File: config.mk
export PLATFORM = sky130hd
export DESIGN_NAME = uart_rx_probe
export DESIGN_NICKNAME = d
export VERILOG_FILES = /design/src/rtl/uart_rx_probe.sv
export SDC_FILE = /design/constraint.sdc
export NUM_CORES = 1
export LEC_CHECK = 0
export BUFFER_PORTS_ARGS = -buffer_cell sky130_fd_sc_hd__buf_2
export CAP_MARGIN = 5
export CORE_UTILIZATION = 60
export DETAILED_ROUTE_END_ITERATION = 10
export GPL_TIMING_DRIVEN = 0
export PLACE_DENSITY = 0.83
export SLEW_MARGIN = 10
export SYNTH_ARGS = -nofsm -noshare
export SYNTH_HDL_FRONTEND = slang
export SYNTH_SLANG_ARGS = --single-unit
File: constraint.sdc
create_clock -name clk -period 4.8 [get_ports clk]
set_input_delay 0.48 -clock clk [delete_from_list [all_inputs] [get_ports clk]]
set_output_delay 0.48 -clock clk [all_outputs]
set_load 0.05 [all_outputs]
File: src/rtl/uart_rx_probe.sv
// 8N1 UART receiver for benches: deserializes the DUT's serial Tx line into byte strobes,
// flags bad stop bits, and counts good bytes.
module uart_rx_probe #(
    parameter int CLKS_PER_BIT = 16,
    parameter int COUNT_W      = 16
) (
    input  logic               clk,
    input  logic               rst_n,
    input  logic               rx,
    output logic [7:0]         data,
    output logic               valid,
    output logic               frame_err,
    output logic               busy,
    output logic [COUNT_W-1:0] byte_count
);

    localparam int CNT_W = (CLKS_PER_BIT > 1) ? $clog2(CLKS_PER_BIT) : 1;
    localparam logic [CNT_W-1:0] HALF_LAST = CNT_W'(CLKS_PER_BIT / 2 - 1);
    localparam logic [CNT_W-1:0] BIT_LAST  = CNT_W'(CLKS_PER_BIT - 1);

    typedef enum logic [2:0] {
        S_IDLE,
        S_START,
        S_DATA,
        S_STOP,
        S_BREAK
    } state_t;

    state_t           state_reg;
    logic [1:0]       sync_reg;
    logic [CNT_W-1:0] cnt_reg;
    logic [2:0]       bit_idx_reg;
    logic [7:0]       shift_reg;
    logic             rx_s;

    assign rx_s = sync_reg[1];
    assign busy = (state_reg != S_IDLE);

    always_ff @(posedge clk or negedge rst_n) begin
        if (!rst_n) begin
            state_reg   <= S_IDLE;
            sync_reg    <= 2'b11;
            cnt_reg     <= '0;
            bit_idx_reg <= '0;
            shift_reg   <= '0;
            data        <= '0;
            valid       <= 1'b0;
            frame_err   <= 1'b0;
            byte_count  <= '0;
        end else begin
            sync_reg  <= {sync_reg[0], rx};
            valid     <= 1'b0;
            frame_err <= 1'b0;
            case (state_reg)
                S_IDLE: begin
                    if (!rx_s) begin
                        state_reg <= S_START;
                        cnt_reg   <= '0;
                    end
                end
                S_START: begin
                    // Mid-start-bit recheck rejects short low glitches.
                    if (cnt_reg == HALF_LAST) begin
                        cnt_reg     <= '0;
                        bit_idx_reg <= '0;
                        state_reg   <= rx_s ? S_IDLE : S_DATA;
                    end else begin
                        cnt_reg <= cnt_reg + 1'b1;
                    end
                end
                S_DATA: begin
                    if (cnt_reg == BIT_LAST) begin
                        shift_reg <= {rx_s, shift_reg[7:1]};
                        cnt_reg   <= '0;
                        if (bit_idx_reg == 3'd7) begin
                            state_reg <= S_STOP;
                        end else begin
                            bit_idx_reg <= bit_idx_reg + 1'b1;
                        end
                    end else begin
                        cnt_reg <= cnt_reg + 1'b1;
                    end
                end
                S_STOP: begin
                    if (cnt_reg == BIT_LAST) begin
                        cnt_reg <= '0;
                        if (rx_s) begin
                            data       <= shift_reg;
                            valid      <= 1'b1;
                            byte_count <= byte_count + 1'b1;
                            state_reg  <= S_IDLE;
                        end else begin
                            frame_err <= 1'b1;
                            state_reg <= S_BREAK;
                        end
                    end else begin
                        cnt_reg <= cnt_reg + 1'b1;
                    end
                end
                S_BREAK: begin
                    // A held-low line is one error, not a stream of zero frames.
                    if (rx_s) begin
                        state_reg <= S_IDLE;
                    end
                end
                default: state_reg <= S_IDLE;
            endcase
        end
    end

endmodule
==> Yosys cells after proc, flatten, opt, wreduce, memory -nomap -nowiden <==
Index checks and enable logic that the tools add are counted.
{ "op_classes": {"add_sub_neg": 3, "eq_ne": 14, "n_mux": 23, "n_reduce_logical": 10} }
{ "ops": {"columns": ["cell", "n"], "rows": [
  ["$mux 3", 10],
  ["$add 16x1->16 const B", 1],
  ["$pmux 3 s5", 1],
  ["$ne 2x2->1 const B", 7],
  ["$mux 4", 3],
  ["$pmux 4 s3", 1],
  ["$eq 3x2->1 const B", 2],
  ["$eq 3x3->1 const B", 2],
  ["$mux 1", 6],
  ["$pmux 3 s2", 1],
  ["$reduce_and 6->1", 1],
  ["$reduce_bool 3->1", 2],
  ["$add 4x1->4 const B", 1],
  ["$eq 4x3->1 const B", 1],
  ["$eq 4x4->1 const B", 1],
  ["$reduce_and 2->1", 2],
  ["$reduce_and 4->1", 1],
  ["$add 3x1->3 const B", 1],
  ["$eq 3x1->1 const B", 1],
  ["$logic_not 3->1", 1],
  ["$reduce_and 3->1", 1],
  ["$mux 2", 1],
  ["$reduce_bool 2->1", 1],
  ["$reduce_or 2->1", 1]
]} }
{ "totals": {"regBits": 46, "input_bits": 3, "output_inout_bits": 27, "wordCells": 59} }

==> Longest topological paths before layout <==
{ "depth": {"word_depth": 4, "ltp_mapped": 6, "mapped_depth_nobuf": 6} }

==> Least setup slack after synthesis <==
OpenSTA, ideal clock, no wires.
{ "synth_path": {"path_kind": "register -> register", "start": "register bit_idx_reg[0]", "end": "register bit_idx_reg[0]", "setup_ps": 125, "arrival_ps": 1573, "required_ps": 4675, "path_slack_ps": 3102, "path_stages_with_launch": 7, "path_buffers": 0, "synth_period_minus_slack_ps": 1698, "cell_sequence": "dfrtp_1 > ha_1 > ha_1 > nor3b_1 > a21oi_1 > nor3b_4 > mux2_4"} }
{ "synth_between": {"elab_chain_cells": 4, "word_cells_on_any_way": 7, "cone_classes": "add/sub: 1; eq/ne: 2; mux: 3; reduce/logical: 1"} }
{ "synth_rtl": {"columns": ["item", "line", "rtl"], "rows": [
  ["start: declaration", "32", "logic [2:0] bit_idx_reg;"],
  ["start signal: assignment", "78", "bit_idx_reg <= bit_idx_reg + 1'b1;"],
  ["$add 3x1->3", "78", null],
  ["$mux 3", "75", "if (bit_idx_reg == 3'd7) begin"],
  ["$mux 3", "72", "if (cnt_reg == BIT_LAST) begin"],
  ["$pmux 3 s2", "54", "case (state_reg)"]
]} }
Parallel ways exist; a longest one is shown, timed or not. The select of a mux whose other input is x is not followed.
A chain may end at the register's enable or synchronous reset.

==> Worst setup path after layout <==
{ "layout_path": {"start": "register state_reg[2]", "end": "output port busy"} }
{ "layout_between": {"elab_chain_cells": 1} }
{ "layout_rtl": {"columns": ["item", "line", "rtl"], "rows": [
  ["start: declaration", "29", "state_t state_reg;"],
  ["start signal: assignment", "66", "state_reg <= rx_s ? S_IDLE : S_DATA;"],
  ["$reduce_bool 3->1", "37", "assign busy = (state_reg != S_IDLE);"],
  ["end: declaration", "13", "output logic busy,"]
]} }
Every way passes these cells.

==> impl_metrics.json <==
{
  "crit_fanout": 10,
  "r2r_slack_ps": 2940,
  "ir_drop_v": 0.000297,
  "ant_nets": 0,
  "fin_tns_setup_ps": 0,
  "seq_area_um2": 1150,
  "wl_per_cell_um": 15.2,
  "fin_crit_ps": 2070,
  "synth_cells": 160,
  "die_width_um": 60.8,
  "hold_path_startpoint": "rx",
  "path_buf_inv": 2,
  "grt_pass1_wl_um": 6060,
  "layout_common_cells": "dfrtp_1, buf_2, mux2_2",
  "crit_cells": 3,
  "grt_util_all_layers_pct": 23.0,
  "rsz0062_at_grt": "no",
  "hold_violations": 0,
  "die_y_um": 60.8,
  "synth_fa_ha_area_share_pct": 2.41,
  "r2r.worst_path.cells": 6,
  "clock.fmax_ghz": 0.483,
  "fin_cells": 241,
  "syn-cell-area_um2": 2070,
  "rows": 20,
  "grt_max_degree": 47,
  "critPathRequiredTime_ps": 4320,
  "crit_family": "flip-flops",
  "synth_seq_area_share_pct": 55.6,
  "drc": 0,
  "tritoncts": "done",
  "relSlewSlack_pct": 35.2,
  "hold_class": "in -> reg",
  "r2r-end": "bit_idx_reg[0]",
  "postCtsSetupBuffers": 0,
  "finClkSkew_ps": 18.3,
  "cts-root-buf": "clkbuf_4",
  "synthMuxAreaShare_pct": 10.9,
  "firstDrtPassIters": 4,
  "core_um2": 3150,
  "arrival_ps": 1590,
  "leakage_uw": 0.00120,
  "p_per_area_nw_per_um2": 389,
  "slowest_stage": "dfrtp_1",
  "io_pins": 30,
  "tightest_slew_ps": 973,
  "holdBufCountCts": 0,
  "cts_sinks": 46,
  "largest_register_ffs": 16,
  "synth-compound-area-share_pct": 3.92,
  "start_kind": "register",
  "clock_latency_ps": 360,
  "first_global_vias": 1316,
  "synth-xor-area-share_pct": 6.76,
  "fin_nets": 203,
  "cap_violations": 0,
  "yosys_warnings": 0,
  "crit_chain": "buf_6 -> or3_1 -> buf_2",
  "post-route-period-util_pct": 43.1,
  "io_buffers": 29,
  "vias": 1368,
  "min_path_cells": 1,
  "timing.rr.start": "bit_idx_reg[0]",
  "place_congestion": 0.766,
  "routed_wl_um": 3650,
  "multiInputGateArea_um2": 845,
  "synth_fp_nets": 167,
  "clockBufferDepth": 2,
  "cts-buffers-inserted": 5,
  "drt-initial-drc-count": 107,
  "cts_resized": 0,
  "hold_end": "sync_reg[0]",
  "gr-total-overflow": 0,
  "h-tree-depth": 2,
  "crit_path_end_kind": "output pin",
  "placed_cells": 233,
  "synth_cell_types": 41,
  "yosys.area_share.simple_pct": 16.7,
  "drive_gt1_share_pct": 36.0,
  "fillCellCount": 244,
  "die_area_um2": 3690,
  "slowest_delay_ps": 490,
  "setup_viol": 0,
  "status": "completed",
  "syn_to_final_growth_pct": 13.3,
  "yosys_register_bits": 46,
  "slew_viol_final": 0,
  "antenna_cells": 0,
  "final_common_cell": "dfrtp_1",
  "syn-mean-instance-area_um2": 13.0,
  "initial_core_util_pct": 65.8,
  "path_clk_slew_ps": 120,
  "synth_top_family_by_area": "simple AND/OR/NAND/NOR gates",
  "antenna_found_initial": 0,
  "via_per_inst": 5.68,
  "path_class": "reg -> out",
  "hpwl_um": 2600
}
cells by family after synthesis:
group,Yosys count
multiplexers,20
adder cells (fa/ha/maj),4
AO/OA/AOI/OAI,12
AND/OR/NAND/NOR,52
XOR/XNOR,16
buffers and inverters,10
flip-flops,46
metal layers:
metal  part of all wire (%)  up-vias  track usage (%)
li1                       -      649                -
met1                     44      675             30.2
met2                     50       36             35.9
met3                    3.9        8             4.90
met4                    2.2        0             12.3
met5                      0        -                0
per-stage QoR:
step / hold slack [ps] / setup slack (ps) / util (%) / cell area (um2) / total power, uW
floorplan: 184 / 3100 / - / 2070 / 639
global placement: 347 / 3020 / 72.1 / 2270 / 674
detailed placement: 349 / 2960 / 72.1 / 2270 / 693
CTS: 197 / 2720 / 74.5 / 2350 / 920
global route: 184 / 2680 / 74.5 / 2350 / 960
finish: 214 / 2730 / 74.5 / 2350 / 913
layout make-up:
type / count / share of cell area [%]
sequential: 46 / 49.1
multi-input combinational: 104 / 36.0
timing repair buffer: 29 / 6.18
buffer: 6 / 2.56
tap: 44 / 2.34
clock buffer: 7 / 1.92
clock inverter: 1 / 1.28
inverter: 4 / 0.639
worst reg2reg max path, stage by stage (launching register included):
cell	delay [ps]
dfrtp_1	430
ha_1	210
ha_1	210
nor3b_1	200
a21oi_1	90
nor3b_4	290
mux2_4	330
cell usage after synthesis, drive strengths merged:
cell type / instances / share of area, %
and3: 4 / 1.4
mux2i: 2 / 0.97
a22o: 1 / 0.42
o31ai: 1 / 0.36
a311oi: 1 / 0.42
and3b: 1 / 0.42
inv: 4 / 0.72
or3: 2 / 0.60
nand2: 9 / 1.6
a211oi: 2 / 0.72
xor2: 6 / 2.5
mux2: 18 / 10
xnor2: 10 / 4.2
nand4b: 1 / 0.42
dfrtp: 44 / 53
buf: 6 / 2.9
nand3: 6 / 1.4
dfstp: 2 / 2.5
nand4: 7 / 2.7
a21o: 1 / 0.36
and4: 5 / 2.3
a21oi: 4 / 0.97
nor2: 6 / 1.4
nand3b: 1 / 0.36
ha: 4 / 2.4
nor4: 2 / 0.60
nor3b: 3 / 1.9
nor3: 5 / 1.4
o21ai: 1 / 0.24
o41ai: 1 / 0.42
how the worst max path moves through the flow:
stage                    from        endpoint  slack (ps)
6_report         state_reg[2]            busy        2730
5_1_grt          state_reg[2]            busy        2680
4_1_cts          state_reg[2]            busy        2720
3_5_place_dp   bit_idx_reg[0]  bit_idx_reg[0]        2960
3_3_place_gp   bit_idx_reg[0]  bit_idx_reg[0]        3020
2_1_floorplan  bit_idx_reg[0]  bit_idx_reg[0]        3100
power breakdown:
group          internal, uW  switching [uW]
combinational          93.7             133
sequential              424            35.2
clock                   111             117
No activity file was read; power rests on OpenSTA's default activity.
